[config.mk]
export PLATFORM = sky130hd
export DESIGN_NAME = wb_arbiter_2m_flat
export DESIGN_NICKNAME = d
export VERILOG_FILES = /design/src/rtl/wb_arbiter_2m_if.sv /design/src/rtl/wb_arbiter_2m.sv /design/src/flat_wrapper.sv
export SDC_FILE = /design/constraint.sdc
export NUM_CORES = 1
export LEC_CHECK = 0
export BUFFER_PORTS_ARGS = -buffer_cell sky130_fd_sc_hd__buf_2
export CAP_MARGIN = 20
export CORE_MARGIN = 1
export CORE_UTILIZATION = 35
export DETAILED_ROUTE_END_ITERATION = 10
export PLACE_DENSITY = 0.9
export SLEW_MARGIN = 20
export SYNTH_ARGS = -nofsm -noshare
export SYNTH_HDL_FRONTEND = slang
export SYNTH_SLANG_ARGS = --single-unit
[constraint.sdc]
create_clock -name clk -period 2.45 [get_ports clk]
set_input_delay 0.735 -clock clk [delete_from_list [all_inputs] [get_ports clk]]
set_output_delay 0.735 -clock clk [all_outputs]
set_load 0.05 [all_outputs]
[src/rtl/wb_arbiter_2m_if.sv]
// Wishbone classic bus bundle shared by both masters and the slave side of the arbiter.
// Handshake: strobe is the valid of a transfer and stays high until ack (the ready/complete
// strobe) is seen for one cycle; cycle frames a locked sequence of such transfers.
interface wb_arbiter_2m_if #(
  parameter int ADDR_WIDTH = 16,
  parameter int DATA_WIDTH = 16
);
  logic [ADDR_WIDTH-1:0] address;
  logic [DATA_WIDTH-1:0] writedata;
  logic [DATA_WIDTH-1:0] readdata;
  logic                  write;
  logic                  strobe;
  logic                  cycle;
  logic                  ack;

  modport master (
    output address, writedata, write, strobe, cycle,
    input  readdata, ack
  );

  modport slave (
    input  address, writedata, write, strobe, cycle,
    output readdata, ack
  );
endinterface

[src/rtl/wb_arbiter_2m.sv]
// Two-master Wishbone arbiter: round-robin on ties, bus lock while cycle is held,
// and a per-transfer ack timeout that terminates a stuck strobe with zero read data.
module wb_arbiter_2m #(
  parameter int ADDR_WIDTH = 16,
  parameter int DATA_WIDTH = 16,
  parameter int TIMEOUT    = 255
) (
  input  logic                 clk,
  input  logic                 reset,
  wb_arbiter_2m_if.slave       m0,
  wb_arbiter_2m_if.slave       m1,
  wb_arbiter_2m_if.master      s,
  output logic                 timeout_err,
  output logic [1:0]           grant
);

  // State encoding doubles as the one-hot grant, so grant is the state register itself.
  typedef enum logic [1:0] {
    IDLE = 2'b00,
    OWN0 = 2'b01,
    OWN1 = 2'b10
  } state_t;

  localparam logic [7:0] TIMEOUT_LAST = 8'(TIMEOUT - 1);

  state_t                state_q, state_d;
  logic                  last_q, last_d;  // 0 = m0 served last, 1 = m1
  logic [7:0]            cnt_q, cnt_d;

  logic [ADDR_WIDTH-1:0] own_address;
  logic [DATA_WIDTH-1:0] own_writedata;
  logic                  own_write;
  logic                  own_strobe;
  logic                  own_cycle;
  logic                  timeout;

  always_ff @(posedge clk) begin
    if (reset) begin
      state_q <= IDLE;
      last_q  <= 1'b1;
      cnt_q   <= 8'd0;
    end else begin
      state_q <= state_d;
      last_q  <= last_d;
      cnt_q   <= cnt_d;
    end
  end

  always_comb begin
    state_d = state_q;
    last_d  = last_q;
    case (state_q)
      IDLE: begin
        if (m0.cycle && (!m1.cycle || last_q)) begin
          state_d = OWN0;
          last_d  = 1'b0;
        end else if (m1.cycle) begin
          state_d = OWN1;
          last_d  = 1'b1;
        end
      end
      OWN0:    if (!m0.cycle) state_d = IDLE;
      OWN1:    if (!m1.cycle) state_d = IDLE;
      default: state_d = IDLE;
    endcase
  end

  always_comb begin
    own_address   = '0;
    own_writedata = '0;
    own_write     = 1'b0;
    own_strobe    = 1'b0;
    own_cycle     = 1'b0;
    case (state_q)
      OWN0: begin
        own_address   = m0.address;
        own_writedata = m0.writedata;
        own_write     = m0.write;
        own_strobe    = m0.strobe;
        own_cycle     = m0.cycle;
      end
      OWN1: begin
        own_address   = m1.address;
        own_writedata = m1.writedata;
        own_write     = m1.write;
        own_strobe    = m1.strobe;
        own_cycle     = m1.cycle;
      end
      default: ;
    endcase
  end

  // cnt_q holds completed wait cycles, so the current cycle is wait number cnt_q+1;
  // a late s_ack in the terminal cycle wins over the timeout.
  assign timeout = own_strobe && !s.ack && (cnt_q == TIMEOUT_LAST);

  always_comb begin
    cnt_d = 8'd0;
    if (own_strobe && !s.ack && !timeout && (state_d == state_q))
      cnt_d = cnt_q + 8'd1;
  end

  assign s.address   = own_address;
  assign s.writedata = own_writedata;
  assign s.write     = own_write;
  assign s.strobe    = own_strobe && !timeout;
  assign s.cycle     = own_cycle;

  assign m0.ack      = (state_q == OWN0) && ((own_strobe && s.ack) || timeout);
  assign m1.ack      = (state_q == OWN1) && ((own_strobe && s.ack) || timeout);
  assign m0.readdata = ((state_q == OWN0) && !timeout) ? s.readdata : '0;
  assign m1.readdata = ((state_q == OWN1) && !timeout) ? s.readdata : '0;

  assign timeout_err = timeout;
  assign grant       = state_q;

endmodule

[src/flat_wrapper.sv]
// flat-port wrapper written by rule: the top's interface ports become plain ports
module wb_arbiter_2m_flat 
#(
  parameter int ADDR_WIDTH = 16,
  parameter int DATA_WIDTH = 16,
  parameter int TIMEOUT    = 255
)
  (clk, reset, timeout_err, grant, m0_address, m0_writedata, m0_write, m0_strobe, m0_cycle, m0_readdata, m0_ack, m1_address, m1_writedata, m1_write, m1_strobe, m1_cycle, m1_readdata, m1_ack, s_address, s_writedata, s_write, s_strobe, s_cycle, s_readdata, s_ack);
  wb_arbiter_2m_if #(.ADDR_WIDTH(ADDR_WIDTH), .DATA_WIDTH(DATA_WIDTH)) m0_i ();
  wb_arbiter_2m_if #(.ADDR_WIDTH(ADDR_WIDTH), .DATA_WIDTH(DATA_WIDTH)) m1_i ();
  wb_arbiter_2m_if #(.ADDR_WIDTH(ADDR_WIDTH), .DATA_WIDTH(DATA_WIDTH)) s_i ();
  input  logic clk;
  input  logic reset;
  output logic timeout_err;
  output logic [1:0] grant;
  input wire logic [$bits(m0_i.address)-1:0] m0_address;
  input wire logic [$bits(m0_i.writedata)-1:0] m0_writedata;
  input wire logic [$bits(m0_i.write)-1:0] m0_write;
  input wire logic [$bits(m0_i.strobe)-1:0] m0_strobe;
  input wire logic [$bits(m0_i.cycle)-1:0] m0_cycle;
  output wire logic [$bits(m0_i.readdata)-1:0] m0_readdata;
  output wire logic [$bits(m0_i.ack)-1:0] m0_ack;
  input wire logic [$bits(m1_i.address)-1:0] m1_address;
  input wire logic [$bits(m1_i.writedata)-1:0] m1_writedata;
  input wire logic [$bits(m1_i.write)-1:0] m1_write;
  input wire logic [$bits(m1_i.strobe)-1:0] m1_strobe;
  input wire logic [$bits(m1_i.cycle)-1:0] m1_cycle;
  output wire logic [$bits(m1_i.readdata)-1:0] m1_readdata;
  output wire logic [$bits(m1_i.ack)-1:0] m1_ack;
  output wire logic [$bits(s_i.address)-1:0] s_address;
  output wire logic [$bits(s_i.writedata)-1:0] s_writedata;
  output wire logic [$bits(s_i.write)-1:0] s_write;
  output wire logic [$bits(s_i.strobe)-1:0] s_strobe;
  output wire logic [$bits(s_i.cycle)-1:0] s_cycle;
  input wire logic [$bits(s_i.readdata)-1:0] s_readdata;
  input wire logic [$bits(s_i.ack)-1:0] s_ack;
  assign m0_i.address = m0_address;
  assign m0_i.writedata = m0_writedata;
  assign m0_i.write = m0_write;
  assign m0_i.strobe = m0_strobe;
  assign m0_i.cycle = m0_cycle;
  assign m0_readdata = m0_i.readdata;
  assign m0_ack = m0_i.ack;
  assign m1_i.address = m1_address;
  assign m1_i.writedata = m1_writedata;
  assign m1_i.write = m1_write;
  assign m1_i.strobe = m1_strobe;
  assign m1_i.cycle = m1_cycle;
  assign m1_readdata = m1_i.readdata;
  assign m1_ack = m1_i.ack;
  assign s_address = s_i.address;
  assign s_writedata = s_i.writedata;
  assign s_write = s_i.write;
  assign s_strobe = s_i.strobe;
  assign s_cycle = s_i.cycle;
  assign s_i.readdata = s_readdata;
  assign s_i.ack = s_ack;
  wb_arbiter_2m #(.ADDR_WIDTH(ADDR_WIDTH), .DATA_WIDTH(DATA_WIDTH), .TIMEOUT(TIMEOUT)) u_core (.clk(clk), .reset(reset), .m0(m0_i), .m1(m1_i), .s(s_i), .timeout_err(timeout_err), .grant(grant));
endmodule
==> results_dict.tcl <==
set metrics [dict create \
    fin_nets 458 \
    crit_buf_inv 3 \
    cpPeakStageDelay_ns 0.38 \
    crit_chain "inv_4 > ha_4 > a22oi_2 > nor2b_4 > a21boi_4 > buf_6 > and2_2 > buf_8" \
    critPathMaxFanout 8 \
    initial_utilization_pct 37.0 \
    routed_wl_mm 6.82 \
    fin_cells 412 \
    critPathKind "reg2out" \
    die_w_um 67.5 \
    syn_nets 290 \
    critPathSlowestCell "dfxtp_4" \
    syn_area_per_cell_um2 7.69 \
    p_int_uw 711 \
    htreeDepth 1 \
    final_cell_area_um2 3210 \
    worst_setup_path_end_kind "output pin" \
    max_freq_mhz 390 \
    synth_edf_count 0 \
    ant_nets 0 \
    total_power_mw 1.34 \
    placed_area_um2 2680 \
    grt_pass1_wl_mm 8.54 \
    cts_made_buffers 3 \
    synth_flop_cell "dfxtp_1" \
    cts_buffer_depth 2 \
    setup_viol 34 \
    gp_congestion 0.821 \
    slew_headroom_pct 69.0 \
    io_pins 161 \
    drc 0 \
    violations "setup timing" \
    period_share_pct 105 \
    cts_tree "built" \
    netlist_area_um2 1500 \
    clk_pin_slew_ns 0.05 \
    setup_tns_ns -2.48 \
    finalMaxSlewViolations 0 \
    p_clk_share_pct 13.7 \
    grt_pass1_vias 1841 \
    grt.overflow.total 0 \
    synth.distinct_cells 37 \
    cts_sinks 11 \
    ys_warn_count 0 \
    core_um2 4060 \
    required_ns 1.71 \
    dp.cells 405 \
    powerDensity_nw_per_um2 416 \
    setup_ws_ns -0.112 \
    ys_seq_area_share_pct 14.7 \
    routedWlPerCell_um 16.5 \
    avgViaCountPerCell 5.38 \
    period_minus_slack_ns 2.56 \
    crit_arrival_ns 1.83 \
    startpoint_type "register" \
    synthCells 195 \
    async_flop_share_pct 0 \
    final-hold-violation-count 0 \
    synth_area_leader_cell "a22oi_1" \
    synth-seq-cells 11 \
    dp_slack_ns -0.190 \
    hp-class "reg2reg" \
    syn2layout_area_growth_pct 114 \
    whs_ns 0.444 \
    cts_root_buffer "clkbuf_8" \
    grt_max_degree 35 \
    die_h_um 67.5 \
    grt_use_total_pct 24.8 \
    ir_drop_mv 0.330 \
    tightest_slew_ns 0.463 \
    finalClockSkew_ns 0.00568 \
    power_switching_uw 624 \
    post-route-util_pct 79.2 \
    grt_setup_unrepaired "yes" \
    power.share.sequential_pct 14.7 \
    clk_latency_ns 0.24 \
    dp_hpwl_mm 4.42 \
    status "finished, violations left" \
    antenna_found_initial 0 \
    vias 2215 \
    initialDrtViolationCount 105 \
    p_comb_share_pct 71.6 \
    dieArea_um2 4550 \
    power.share.switching_pct 46.7 \
    synth_area_leaders "a22oi_1 18%, nor2b_1 15%, dfxtp_1 15%" \
    drive_gt1_share_pct 75.1 \
    io_buffers 160 \
    cap_viol_max_count 0 \
    cts_hold_buf 0 \
    synth_top_area_share_pct 17.5 \
    rows 23 \
    p_leak_nw 1.50 \
    antenna_cells 0 \
    dr.pass1.iters 4 \
    critical_path.top_delay_family "compound AO/OA/AOI/OAI gates" \
]
state kept, by name, indices dropped and copies added (netlist names):
name / flops
u_core.cnt_q: 8
u_core.last_q: 1
u_core.grant: 2
cells in the final DEF, fill, tap and decap left out, drive strengths merged, types with 2 or more instances in the layout:
cell type  count
inv            5
nor2b         37
a21boi         3
clkbuf        10
nand2          3
nor4           8
a22oi         35
o21a           2
dfxtp         11
xor2           3
nand3          4
and2          35
o21ai          3
nor3           2
xnor2          3
buf          171
ha             6
nor2           7
a21oi          2
routing by layer:
layer,part of all wire (%),global-route usage (%),up-vias
li1,-,-,1040
met1,37,27.8,1037
met2,54,45.2,128
met3,7.8,6.25,10
met4,1.2,7.45,0
met5,0,0,-
cell usage after synthesis (2+ instances only):
cell,count
dfxtp_1,11
buf_1,3
a21oi_1,2
nand2_1,3
nand3_1,4
nor4_1,8
a22oi_1,35
xor2_1,3
nor2b_1,36
o21ai_0,2
clkbuf_1,6
ha_1,6
buf_6,2
a21boi_2,2
xnor2_1,3
and2_1,35
o21a_1,2
inv_1,5
nor2_1,7
buf_2,3
power by group through the flow:
stage          Clock, mW  Combinational [mW]  Sequential, mW
3_5_place_dp           0               0.814           0.196
4_1_cts            0.188               0.898           0.196
3_3_place_gp           0               0.803           0.195
6_report           0.182               0.957           0.196
5_1_grt            0.197                1.00           0.197
2_1_floorplan          0               0.600           0.210
final timing paths:
path / from / end / slack (ns) / depth (start not counted)
max: u_core.grant[0]$_SDFF_PP0_ / m1_readdata[10] / -0.11 / 8
max reg2reg: u_core.grant[1]$_SDFF_PP0_ / u_core.cnt_q[5]$_SDFF_PP0_ / 0.45 / 7
min: u_core.cnt_q[0]$_SDFF_PP0_ / u_core.cnt_q[0]$_SDFF_PP0_ / 0.44 / 1
min reg2reg: u_core.cnt_q[0]$_SDFF_PP0_ / u_core.cnt_q[0]$_SDFF_PP0_ / 0.44 / 1
repair_timing:
item	in CTS	in global routing
buffers inserted	1	1
cloned	0	1
setup endpoints to repair	67	68
pin swaps	2	10
resized for setup	92	44
logic make-up (layout without fill, tap and decap cells):
| logic type | after synthesis | count (layout) | synth area share (%) |
|---|---|---|---|
| and+or+nand+nor | 101 | 101 | 42.4 |
| AOI/OAI and AO/OA | 51 | 51 | 27.8 |
| buffers and inverters | 19 | 186 | 6.00 |
| DFF | 11 | 11 | 14.7 |
| adders and majority gates | 6 | 6 | 5.00 |
| xor gates and xnor gates | 6 | 6 | 3.50 |
| muxes | 1 | 1 | 0.667 |
worst register-to-register path: stages, from the launching register on:
cell and delay (ns):
dfxtp_4 0.37, inv_4 0.05, ha_4 0.17, buf_12 0.16, a22oi_1 0.38, o21ai_1 0.14, a31oi_2 0.45, nor4_1 0.13
layout make-up:
| cell class | instances | area (um^2) |
|---|---|---|
| Tap cell | 50 | 62.6 |
| Multi-Input combinational cell | 165 | 1560 |
| Fill cell | 248 | 845 |
| Timing Repair Buffer | 177 | 1290 |
| Inverter | 5 | 23.8 |
| Sequential cell | 11 | 229 |
| Clock buffer | 4 | 45.0 |
No activity file was read; power rests on OpenSTA's default activity.
